===== src/rtl/muldiv_sched_if.sv =====
`default_nettype none
// muldiv_sched_if: request/operand/result bundle between the two execute slots and muldiv_sched.
interface muldiv_sched_if #(
  parameter int XLEN = 32
);
  logic            flush_i;
  logic            req0_i;
  logic [2:0]      op0_i;
  logic [XLEN-1:0] a0_i;
  logic [XLEN-1:0] b0_i;
  logic            req1_i;
  logic [2:0]      op1_i;
  logic [XLEN-1:0] a1_i;
  logic [XLEN-1:0] b1_i;
  logic            stall_o;
  logic            done0_o;
  logic [XLEN-1:0] result0_o;
  logic            done1_o;
  logic [XLEN-1:0] result1_o;

  modport master (
    output flush_i, req0_i, op0_i, a0_i, b0_i, req1_i, op1_i, a1_i, b1_i,
    input  stall_o, done0_o, result0_o, done1_o, result1_o
  );

  modport slave (
    input  flush_i, req0_i, op0_i, a0_i, b0_i, req1_i, op1_i, a1_i, b1_i,
    output stall_o, done0_o, result0_o, done1_o, result1_o
  );
endinterface
`default_nettype wire


===== src/rtl/muldiv_sched.sv =====
`default_nettype none
// muldiv_sched: one iterative RV32M mul/div engine shared by two execute slots, slot 0 first.
// Rev 1.0
module muldiv_sched #(
  parameter int XLEN = 32
) (
  input  logic           clk_i,
  input  logic           rst_ni,
  muldiv_sched_if.slave  bus
);
  localparam int CW = $clog2(XLEN);

  typedef enum logic [1:0] {IDLE = 2'd0, CALC = 2'd1, FIX = 2'd2, DONE = 2'd3} state_t;

  state_t            state;
  logic [1:0]        served;
  logic [CW-1:0]     count;
  logic              owner;
  logic [2:0]        op;
  logic [XLEN-1:0]   acc;
  logic [XLEN-1:0]   lo;
  logic [XLEN-1:0]   opnd;
  logic              neg_res;
  logic              neg_rem;
  logic              b_zero;
  logic [1:0]        done;
  logic [XLEN-1:0]   result0;
  logic [XLEN-1:0]   result1;

  logic [1:0]        req;
  logic              pick0;
  logic              pick1;
  logic [2:0]        sel_op;
  logic [XLEN-1:0]   sel_a;
  logic [XLEN-1:0]   sel_b;
  logic              a_neg;
  logic              b_neg;
  logic [XLEN:0]     mul_sum;
  logic [XLEN:0]     div_sh;
  logic [XLEN-1:0]   div_diff;
  logic              div_ge;
  logic [2*XLEN-1:0] prod;
  logic [XLEN-1:0]   quo;
  logic [XLEN-1:0]   rem;
  logic [XLEN-1:0]   fix_val;

  assign req           = {bus.req1_i, bus.req0_i};
  assign bus.stall_o   = |(req & ~served);
  assign bus.done0_o   = done[0];
  assign bus.done1_o   = done[1];
  assign bus.result0_o = result0;
  assign bus.result1_o = result1;

  assign pick0 = req[0] & ~served[0];
  assign pick1 = req[1] & ~served[1];

  always_comb begin
    sel_op = pick0 ? bus.op0_i : bus.op1_i;
    sel_a  = pick0 ? bus.a0_i  : bus.a1_i;
    sel_b  = pick0 ? bus.b0_i  : bus.b1_i;
    // MUL low half is sign-agnostic, so only MULH/MULHSU/DIV/REM take magnitudes
    a_neg  = (sel_op inside {3'd1, 3'd2, 3'd4, 3'd6}) & sel_a[XLEN-1];
    b_neg  = (sel_op inside {3'd1, 3'd4, 3'd6}) & sel_b[XLEN-1];
  end

  always_comb begin
    mul_sum  = {1'b0, acc} + (lo[0] ? {1'b0, opnd} : {(XLEN+1){1'b0}});
    div_sh   = {acc, lo[XLEN-1]};
    div_ge   = div_sh >= {1'b0, opnd};
    div_diff = div_sh[XLEN-1:0] - opnd;
  end

  always_comb begin
    prod = neg_res ? -{acc, lo} : {acc, lo};
    // Divide-by-zero keeps the all-ones quotient regardless of dividend sign
    quo  = (neg_res & ~b_zero) ? -lo : lo;
    rem  = neg_rem ? -acc : acc;
    case (op)
      3'd0:                fix_val = prod[XLEN-1:0];
      3'd1, 3'd2, 3'd3:    fix_val = prod[2*XLEN-1:XLEN];
      3'd4, 3'd5:          fix_val = quo;
      default:             fix_val = rem;
    endcase
  end

  always_ff @(posedge clk_i or negedge rst_ni) begin
    if (!rst_ni) begin
      state   <= IDLE;
      served  <= 2'b00;
      count   <= '0;
      owner   <= 1'b0;
      op      <= 3'd0;
      acc     <= '0;
      lo      <= '0;
      opnd    <= '0;
      neg_res <= 1'b0;
      neg_rem <= 1'b0;
      b_zero  <= 1'b0;
      done    <= 2'b00;
      result0 <= '0;
      result1 <= '0;
    end else begin
      done <= 2'b00;
      if (bus.flush_i) begin
        state  <= IDLE;
        served <= 2'b00;
        count  <= '0;
      end else begin
        case (state)
          IDLE: begin
            if (pick0 | pick1) begin
              owner   <= ~pick0;
              op      <= sel_op;
              acc     <= '0;
              lo      <= a_neg ? -sel_a : sel_a;
              opnd    <= b_neg ? -sel_b : sel_b;
              neg_res <= a_neg ^ b_neg;
              neg_rem <= a_neg;
              b_zero  <= (sel_b == '0);
              count   <= '0;
              state   <= CALC;
            end
          end
          CALC: begin
            if (op[2]) begin
              acc <= div_ge ? div_diff : div_sh[XLEN-1:0];
              lo  <= {lo[XLEN-2:0], div_ge};
            end else begin
              acc <= mul_sum[XLEN:1];
              lo  <= {mul_sum[0], lo[XLEN-1:1]};
            end
            count <= count + 1'b1;
            if (count == CW'(XLEN - 1)) state <= FIX;
          end
          FIX: begin
            if (owner) result1 <= fix_val;
            else       result0 <= fix_val;
            done[owner]   <= 1'b1;
            served[owner] <= 1'b1;
            state         <= DONE;
          end
          default: state <= IDLE;
        endcase
        // A stall-free cycle means the pair has advanced; start the next one clean
        if (!bus.stall_o) served <= 2'b00;
      end
    end
  end

`ifndef SYNTHESIS
  req_held_in_calc: assert property (@(posedge clk_i) disable iff (!rst_ni)
    (state == CALC && !bus.flush_i) |-> req[owner]);
`endif

endmodule
`default_nettype wire


===== src/flat_wrapper.sv =====
// flat-port wrapper written by rule: the top's interface ports become plain ports
module muldiv_sched_flat 
#(
  parameter int XLEN = 32
)
  (clk_i, rst_ni, bus_flush_i, bus_req0_i, bus_op0_i, bus_a0_i, bus_b0_i, bus_req1_i, bus_op1_i, bus_a1_i, bus_b1_i, bus_stall_o, bus_done0_o, bus_result0_o, bus_done1_o, bus_result1_o);
  muldiv_sched_if #(.XLEN(XLEN)) bus_i ();
  input  logic clk_i;
  input  logic rst_ni;
  input wire logic [$bits(bus_i.flush_i)-1:0] bus_flush_i;
  input wire logic [$bits(bus_i.req0_i)-1:0] bus_req0_i;
  input wire logic [$bits(bus_i.op0_i)-1:0] bus_op0_i;
  input wire logic [$bits(bus_i.a0_i)-1:0] bus_a0_i;
  input wire logic [$bits(bus_i.b0_i)-1:0] bus_b0_i;
  input wire logic [$bits(bus_i.req1_i)-1:0] bus_req1_i;
  input wire logic [$bits(bus_i.op1_i)-1:0] bus_op1_i;
  input wire logic [$bits(bus_i.a1_i)-1:0] bus_a1_i;
  input wire logic [$bits(bus_i.b1_i)-1:0] bus_b1_i;
  output wire logic [$bits(bus_i.stall_o)-1:0] bus_stall_o;
  output wire logic [$bits(bus_i.done0_o)-1:0] bus_done0_o;
  output wire logic [$bits(bus_i.result0_o)-1:0] bus_result0_o;
  output wire logic [$bits(bus_i.done1_o)-1:0] bus_done1_o;
  output wire logic [$bits(bus_i.result1_o)-1:0] bus_result1_o;
  assign bus_i.flush_i = bus_flush_i;
  assign bus_i.req0_i = bus_req0_i;
  assign bus_i.op0_i = bus_op0_i;
  assign bus_i.a0_i = bus_a0_i;
  assign bus_i.b0_i = bus_b0_i;
  assign bus_i.req1_i = bus_req1_i;
  assign bus_i.op1_i = bus_op1_i;
  assign bus_i.a1_i = bus_a1_i;
  assign bus_i.b1_i = bus_b1_i;
  assign bus_stall_o = bus_i.stall_o;
  assign bus_done0_o = bus_i.done0_o;
  assign bus_result0_o = bus_i.result0_o;
  assign bus_done1_o = bus_i.done1_o;
  assign bus_result1_o = bus_i.result1_o;
  muldiv_sched #(.XLEN(XLEN)) u_core (.clk_i(clk_i), .rst_ni(rst_ni), .bus(bus_i));
endmodule

===== config.mk =====
export PLATFORM = sky130hd
export DESIGN_NAME = muldiv_sched_flat
export DESIGN_NICKNAME = d
export VERILOG_FILES = /design/src/rtl/muldiv_sched_if.sv /design/src/rtl/muldiv_sched.sv /design/src/flat_wrapper.sv
export SDC_FILE = /design/constraint.sdc
export NUM_CORES = 1
export LEC_CHECK = 0
export CORE_ASPECT_RATIO = 1.5
export CORE_MARGIN = 2
export CORE_UTILIZATION = 50
export DETAILED_ROUTE_END_ITERATION = 8
export GPL_ROUTABILITY_DRIVEN = 0
export PLACE_DENSITY = 0.73
export SLEW_MARGIN = 10
export SYNTH_ARGS = -nofsm -noshare
export SYNTH_HDL_FRONTEND = slang
export SYNTH_SLANG_ARGS = --single-unit
export TNS_END_PERCENT = 20

===== constraint.sdc =====
create_clock -name clk_i -period 9.3 [get_ports clk_i]
set_input_delay 0.93 -clock clk_i [delete_from_list [all_inputs] [get_ports clk_i]]
set_output_delay 0.93 -clock clk_i [all_outputs]
set_load 0.05 [all_outputs]

==> impl_metrics.csv, run 1 <==
group,metric,value,unit
clock_tree,clkSinkCount,178,
sta,setup_violations,0,
detailed_routing,wl_met1,21000,um
setup_path,worstPathCellList,"clkdlybuf4s50_1, nand2b_4, buf_4, and2_1, inv_1, clkdlybuf4s50_1",
floorplanning,pin_count,206,
detailed_routing,ant_nets,0,
sta,fmax,0.211,GHz
sta,rsz0062_at_grt,"no",
finish,antenna_cells_inserted,0,
finish,fill_cells,3035,
global_route,grt_usage,0.316,
global_route,grt_first_pass_wirelength,87000,um
detailed_routing,top_layer_used,"met4",
sta,fin_setup_tns,0,ns
placement,io_buffers,205,
finish,final_common_cell,"nand2_1",
clock_tree,tritoncts,"built",
finish,most-common-layout-cells,"nand2_1, nor2_1, a21oi_1, o21ai_0, clkdlybuf4s50_1",
detailed_routing,wl_met2,27700,um
setup_path,cp_data_arrival_time,3.81,ns
placement,dp_hpwl,42700,um
yosys,ys_warn_count,0,
detailed_routing,viasPerCell,6.37,
clock_tree,cts_setup_buffers,0,
finish,area_delta_synth_final,16.4,%
setup_path,worstSetupEndpointType,"primary output",
floorplanning,dieArea,0.0347,mm^2
floorplanning,core,0.0326,mm^2
power_and_ir_drop,max-vdd-ir-drop,158,uV
sta,drv_slew,0,
clock_tree,cts_hold_buf,0,
yosys,synth_flop_cell,"dfrtp_1",
yosys,synth_edf_count,0,
yosys,yosysSeqAreaShare,0.268,
sta,hold_viol_final,0,
job,cap_violations,0,
sta,relSlewSlack,0.234,
yosys,syn_area,0.0166,mm^2
setup_path,required,8.37,ns
setup_path,critPathLaunchType,"input pin",
yosys,syn_area_per_cell,7.57,um^2
clock_tree,cts_buffers,17,
clock_tree,cts_root_buffer,"clkbuf_16",
power_and_ir_drop,power,7550,uW
detailed_routing,wl_met3,4210,um
global_route,antenna_found_initial,0,
setup_path,crit_path_max_incr_delay,0.71,ns
detailed_routing,num_vias,17300,
yosys,postSynth.asyncResetShare,1.00,
sta,tightest_slew,1.15,ns
clock_tree,clk_pin_slew,0.07,ns
detailed_routing,wire_per_inst,20.6,um
setup_path,path_max_fanout,51,
finish,nets,2500,
yosys,synth_cells,2194,
clock_tree,worstSkewPairLatency,0.47,ns
floorplanning,fp-row-count,81,
detailed_routing,drt-initial-drc-count,1632,
run_status,outcome,"finished, final reports clean",
sta,fin_crit_sh,0.509,
detailed_routing,totalWireLength,56000,um
sta,skew,0.00809,ns
global_route,globalRouteOverflowTotal,0,
setup_path,crit_path_top_delay_cell,"clkdlybuf4s50_1",
yosys,ys_types,81,
floorplanning,die_h,227,um
power_and_ir_drop,power.density,390,mW/mm^2
clock_tree,clock_path_buffers,2,
detailed_routing,drc,0,
setup_path,crit_type,"input pin to primary output",
finish,drive_gt1_frac,0.0487,
clock_tree,cts_resized,0,
setup_path,cpMostUsedCell,"clkdlybuf4s50_1",
detailed_routing,drtPass1Iterations,6,
floorplanning,fp.dieW,153,um
yosys,syn-num-nets,2409,
global_route,grt_max_degree,81,
floorplanning,start_util,0.509,
sta,fin_crit,4.74,ns
clock_tree,htreeDepth,4,
yosys,ys_ff_latch,178,
worst_hold_path,hold_path.class,"input pin to async pin",
power_and_ir_drop,p_leak,0.00821,uW
global_route,grt_pass1_vias,16100,
-- routing by layer --
layer | vias up | global-route usage
met5 | - | 0
met1 | 8083 | 0.370
li1 | 8096 | -
met4 | 0 | 0.179
met2 | 894 | 0.551
met3 | 196 | 0.0510
-- critical path: cells and delay by family --
| kind | cells | cell delay (ns) |
|---|---|---|
| buffers and inverters | 4 | 1.95 |
| and+or+nand+nor | 2 | 0.92 |
-- through the flow --
stage	cell area, um^2	instances	hold slack, ns	util	setup slack, ns
after CTS	19300	2713	0.441	0.593	4.54
final	19300	2713	0.426	0.593	4.56
after global routing	19300	2713	0.463	0.593	4.25
after global placement	18700	2681	0.461	0.574	4.24
after floorplan	16600	2194	0.449	-	5.07
after detailed placement	18700	2681	0.470	0.574	4.08
-- synth_stat cells (25+ instances only) --
master / n / area, um^2
nor3_1: 68 / 340
a21o_1: 27 / 203
a31oi_1: 27 / 169
xnor2_1: 87 / 762
nor2_1: 223 / 837
inv_1: 61 / 229
o31ai_1: 31 / 233
or3_1: 25 / 156
nand3_1: 42 / 210
dfrtp_1: 178 / 4450
clkbuf_1: 119 / 447
ha_1: 74 / 926
mux2i_1: 108 / 1080
o21ai_0: 211 / 1060
nand2_1: 249 / 935
xor2_1: 61 / 534
a21oi_1: 212 / 1060
-- sequential cells by signal, summed over array words and instances (netlist names), 3 cells and up --
register              count
u_core.acc               32
u_core.bus.result0_o     32
u_core.bus.result1_o     32
u_core.lo                32
u_core.opnd              32
u_core.count              5
u_core.op                 3
-- report_power, final --
group          switching, uW  internal [uW]  leakage [uW]
logic                   3320           1850       0.00567
clock network            348            404      0.000287
registers                516           1110       0.00225
-- path summary, 6_finish.rpt --
| path | start | to | slack [ns] | depth (start not counted) |
|---|---|---|---|---|
| max reg2reg | u_core.served[0] | u_core.opnd[28] | 5.08 | 11 |
| min reg2reg | u_core.bus.result1_o[12] | u_core.bus.result1_o[12] | 0.48 | 2 |
| min | rst_ni | u_core.bus.result0_o[24] | 0.43 | 1 |
| max | bus_req0_i | bus_stall_o | 4.56 | 6 |
| min in group clk_i | u_core.bus.result1_o[12] | u_core.bus.result1_o[12] | 0.48 | 2 |
| max in group asynchronous | rst_ni | u_core.lo[22] | 7.56 | 2 |
-- logic make-up after synthesis --
group | after synthesis | share of synthesized area
buffers and inverters | 215 | 0.0514
flip-flops | 178 | 0.268
adder cells (fa/ha/maj) | 76 | 0.0581
AO/OA/AOI/OAI | 694 | 0.252
multiplexers | 127 | 0.0779
XOR/XNOR | 148 | 0.0780
AND/OR/NAND/NOR | 756 | 0.214
-- final cells by class --
class / count / area (um^2) / share of cell area
repair buffers: 225 / 2200 / 0.114
flip-flops and latches: 178 / 4460 / 0.230
clock buffers: 17 / 425 / 0.0220
multi-input cells: 1801 / 11300 / 0.586
inverters: 62 / 233 / 0.0120
clock inverters: 15 / 174 / 0.00899
well taps: 415 / 519 / 0.0268
No activity file was read; power rests on OpenSTA's default activity.
==> run 2: changes to the inputs <==
clock period = 4.55 ns   (was 9.3 ns; I/O delays follow)
==> impl_metrics.csv, run 2 (synthesis gave the netlist of run 1 again) <==
group,metric,value,unit
run_status,outcome,"finished with violations",
run_status,violations,"hold timing",
floorplanning,die_h,227,um
clock_tree,cts_setup_buffers,0,
setup_path,worstSetupEndpointType,"flip-flop",
sta,drv_slew,0,
sta,fin_crit,3.79,ns
placement,dp_hpwl,44600,um
sta,tightest_slew,1.03,ns
clock_tree,cts_hold_buf,0,
global_route,grt_usage,0.324,
power_and_ir_drop,max-vdd-ir-drop,275,uV
clock_tree,cts_resized,0,
clock_tree,clock_path_buffers,2,
floorplanning,core,0.0326,mm^2
floorplanning,fp-row-count,81,
setup_path,crit_path_top_delay_cell,"o21ai_0",
setup_path,worst-path-buf-inv,2,
detailed_routing,wire_per_inst,21.0,um
setup_path,cpLargestDelayFamily,"compound AO/OA/AOI/OAI gates",
setup_path,required,4.94,ns
placement,io_buffers,205,
sta,rsz0062_at_grt,"no",
setup_path,crit_path_max_incr_delay,0.62,ns
floorplanning,fp.dieW,153,um
floorplanning,start_util,0.509,
setup_path,cp_data_arrival_time,4.18,ns
clock_tree,clk_pin_slew,0.07,ns
floorplanning,pin_count,206,
finish,area_delta_synth_final,17.9,%
finish,fill_cells,2983,
finish,fin_cells,2740,
setup_path,crit_type,"flip-flop to flip-flop",
finish,nets,2527,
finish,most-common-layout-cells,"nand2_1, nor2_1, a21oi_1, o21ai_0, clkdlybuf4s50_1",
clock_tree,tritoncts,"built",
finish,drive_gt1_frac,0.0594,
detailed_routing,ant_nets,0,
sta,skew,0.00907,ns
setup_path,path_max_fanout,32,
finish,antenna_cells_inserted,0,
worst_hold_path,hold_path.class,"input pin to async pin",
sta,whs,-0.0248,ns
global_route,grt_first_pass_wirelength,89500,um
clock_tree,worstSkewPairLatency,0.47,ns
detailed_routing,drt-initial-drc-count,1670,
setup_path,critPathLaunchType,"flip-flop",
sta,setup_ws,0.758,ns
clock_tree,cts_root_buffer,"clkbuf_16",
power_and_ir_drop,p_leak,0.00836,uW
detailed_routing,totalWireLength,57500,um
job,cap_violations,0,
finish,finish.utilization,0.600,
detailed_routing,viasPerCell,6.40,
sta,fmax,0.264,GHz
sta,fin_crit_sh,0.834,
placement,placedCellCount,2708,
global_route,grt_pass1_vias,16800,
sta,setup_violations,0,
global_route,antenna_found_initial,0,
clock_tree,htreeDepth,4,
sta,fin_setup_tns,0,ns
finish,multi_input_area,0.0113,mm^2
setup_path,worstPathCellList,"inv_1, buf_4, nor2_1, ha_1, o21ai_0, o211ai_1, nand3_1, o21ai_0, a211oi_1, o31ai_1, mux2i_1, o211ai_1, a22oi_1",
global_route,grt_max_degree,108,
detailed_routing,drc,0,
detailed_routing,drtPass1Iterations,9,
finish,regArea,0.00446,mm^2
detailed_routing,num_vias,17500,
clock_tree,cts_buffers,17,
placement,dp_slack,0.585,ns
global_route,globalRouteOverflowTotal,0,
sta,hold_viol_final,9,
floorplanning,dieArea,0.0347,mm^2
finish,final_common_cell,"nand2_1",
power_and_ir_drop,power.density,799,mW/mm^2
clock_tree,clkSinkCount,178,
sta,relSlewSlack,0.309,
run 2: changes by cell type in the layout (fill, tap and decap cells not counted):
cell        previous run  this run
buf_4                 20        44
buf_12                 0         3
clkbuf_8               0         4
clkinv_4               2         3
clkbuf_1               0         1
inv_6                  4         2
inv_8                  3         0
clkinvlp_4             3         2
run 2: path summary, 6_finish.rpt:
path | slack [ns] | endpoint | start | cells after the start
worst max-delay path | 0.76 | u_core.acc[30] | u_core.lo[0] | 13
worst min-delay path | -0.02 | u_core.done[0] | rst_ni | 1
min in group clk_i | 0.48 | u_core.opnd[15] | u_core.opnd[15] | 2
max in group asynchronous | 3.52 | u_core.op[2] | rst_ni | 2
worst min register to register | 0.48 | u_core.opnd[15] | u_core.opnd[15] | 2
worst max register to register | 0.76 | u_core.acc[30] | u_core.lo[0] | 13
run 2: power breakdown:
group	total (uW)	switching [uW]	internal, uW
logic	10900	7020	3880
clock network	1550	680	871
registers	3200	929	2270
run 2: cell type report:
| class | instances | area share |
|---|---|---|
| timing repair buffer | 252 | 0.125 |
| clock buffer | 22 | 0.0247 |
| tap | 415 | 0.0265 |
| clock inverter | 10 | 0.00632 |
| inverter | 62 | 0.0119 |
| multi-input combinational | 1801 | 0.578 |
| sequential | 178 | 0.227 |
run 2: per-stage QoR:
step / area, um^2 / total power, uW
final: 19600 / 15700
after detailed placement: 19000 / 13700
after CTS: 19600 / 15300
after floorplan: 16600 / 10500
after global routing: 19600 / 16600
after global placement: 19000 / 13500
run 2: metal layers:
layer | track usage | vias to the layer above | part of all wire
li1 | - | 8149 | -
met1 | 0.367 | 8161 | 0.37
met2 | 0.557 | 972 | 0.48
met3 | 0.0543 | 262 | 0.079
met4 | 0.228 | 0 | 0.075
met5 | 0 | - | 0
==> run 3: changes to the inputs <==
clock period = 3.6 ns   (was 4.55 ns; I/O delays follow)
==> impl_metrics.csv, run 3 (synthesis gave the netlist of run 1 again) <==
group,metric,value,unit
clock_tree,tritoncts,"built",
finish,drive_gt1_frac,0.0867,
sta,rsz0062_at_grt,"yes",
finish,final_common_cell,"nand2_1",
floorplanning,die_h,227,um
detailed_routing,drc,0,
detailed_routing,drtPass1Iterations,6,
finish,area_delta_synth_final,21.1,%
global_route,grt_pass1_vias,16900,
clock_tree,cts_buffers,17,
finish,most-common-layout-cells,"nand2_1, nor2_1, a21oi_1, o21ai_0, clkdlybuf4s50_1",
setup_path,crit_path_top_delay_cell,"or4_1",
floorplanning,core,0.0326,mm^2
detailed_routing,drt-initial-drc-count,1695,
global_route,antenna_found_initial,0,
sta,tightest_slew,0.838,ns
clock_tree,htreeDepth,4,
sta,drv_slew,0,
floorplanning,pin_count,206,
floorplanning,dieArea,0.0347,mm^2
detailed_routing,viasPerCell,6.34,
detailed_routing,totalWireLength,58000,um
sta,setup_ws,0.145,ns
power_and_ir_drop,power,20300,uW
detailed_routing,ant_nets,0,
floorplanning,fp-row-count,81,
setup_path,path_max_fanout,8,
clock_tree,clkSinkCount,178,
sta,setup_violations,0,
power_and_ir_drop,max-vdd-ir-drop,375,uV
global_route,grt_usage,0.326,
clock_tree,clk_pin_slew,0.07,ns
sta,skew,0.0103,ns
clock_tree,worstSkewPairLatency,0.47,ns
placement,dp_hpwl,45600,um
clock_tree,cts_root_buffer,"clkbuf_16",
worst_hold_path,hold_path.class,"input pin to async pin",
power_and_ir_drop,power.density,1010,mW/mm^2
power_and_ir_drop,p_leak,0.00867,uW
sta,fin_crit_sh,0.960,
setup_path,worstSetupEndpointType,"flip-flop",
floorplanning,start_util,0.509,
sta,fmax,0.289,GHz
finish,antenna_cells_inserted,0,
clock_tree,clock_path_buffers,2,
detailed_routing,wire_per_inst,20.7,um
setup_path,cpMostUsedCell,"or4_1",
setup_path,worstPathCellList,"or3_4, or3_1, or4_1, or4_1, nand2_1, xor2_1, o221ai_1, a21oi_2, a21oi_1",
sta,hold_viol_final,0,
sta,relSlewSlack,0.436,
finish,nets,2590,
setup_path,worst-path-buf-inv,0,
run_status,outcome,"finished, final reports clean",
placement,placedCellCount,2770,
setup_path,cp_data_arrival_time,3.80,ns
finish,fin_cells,2803,
sta,fin_crit,3.45,ns
job,cap_violations,0,
global_route,globalRouteOverflowTotal,0,
placement,io_buffers,205,
placement,dp_slack,-0.0418,ns
global_route,grt_first_pass_wirelength,90400,um
setup_path,cpLargestDelayFamily,"simple AND/OR/NAND/NOR gates",
global_route,grt_max_degree,77,
setup_path,crit_type,"flip-flop to flip-flop",
setup_path,critPathLaunchType,"flip-flop",
setup_path,crit_path_max_incr_delay,0.54,ns
floorplanning,fp.dieW,153,um
setup_path,required,3.94,ns
detailed_routing,num_vias,17800,
## run 3: changes by cell type in the layout (fill, tap and decap cells not counted), moves of 2 or more
| cell | delta |
|---|---|
| buf_4 | +59 |
| clkbuf_8 | -4 |
| buf_12 | +2 |
| dfrtp_1 | -2 |
| dfrtp_2 | +2 |
| inv_6 | +2 |
| nor4_4 | +2 |
## run 3: area by class of cell
type	instances	area [um^2]
sequential	178	4460
clock inverter	13	128
inverter	62	233
fill	2958	12500
multi-input combinational	1801	11400
clock buffer	19	433
tap	415	519
timing repair buffer	315	2960
## run 3: metal layers
layer	GRT usage	wire, um	vias up
met1	0.375	21300	8292
met2	0.564	27900	963
li1	-	-	8274
met4	0.223	4330	0
met5	0	0	-
met3	0.0480	4510	255
## run 3: final timing paths
path                       slack (ns)                        to  cells after the start                      from
min in group clk_i               0.48  u_core.bus.result1_o[19]                      2  u_core.bus.result1_o[19]
hold / removal                   0.48  u_core.bus.result0_o[29]                      2                    rst_ni
hold reg to reg                  0.48  u_core.bus.result1_o[19]                      2  u_core.bus.result1_o[19]
max in group asynchronous        2.13          u_core.served[0]                      3                    rst_ni
setup / recovery                 0.15  u_core.bus.result0_o[27]                      9            u_core.acc[22]
setup reg to reg                 0.15  u_core.bus.result0_o[27]                      9            u_core.acc[22]
## run 3: report_power, final
part / internal (uW) / total, uW / switching (uW)
sequential: 2870 / 3840 / 965
combinational: 5400 / 14700 / 9250
clock: 962 / 1830 / 869
total: 9240 / 20300 / 11100
## run 3: stage by stage
step	utilization	hold slack [ns]	TNS (ns)	cell area (um^2)
final	0.616	0.477	0	20100
after global routing	0.616	0.505	-0.0142	20100
after CTS	0.615	0.488	0	20100
after detailed placement	0.597	0.425	-0.0418	19500
after global placement	0.597	0.418	-0.0106	19500
after floorplan	-	0.0644	0	16600
## run 3: what timing repair did
action                                 4_1_cts  5_1_grt
endpoints found under the hold margin       69        0
setup buffers                                0        0
hold buffers                                 1        0
resized for setup                            0       11
setup endpoints to repair                    0       34
## run 3: worst reg2reg max path: stages (launching register included)
cell      delay (ns)
dfrtp_1         0.52
or3_4           0.47
or3_1           0.35
or4_1           0.47
or4_1           0.54
nand2_1         0.12
xor2_1          0.19
o221ai_1        0.20
a21oi_2         0.34
a21oi_1         0.12
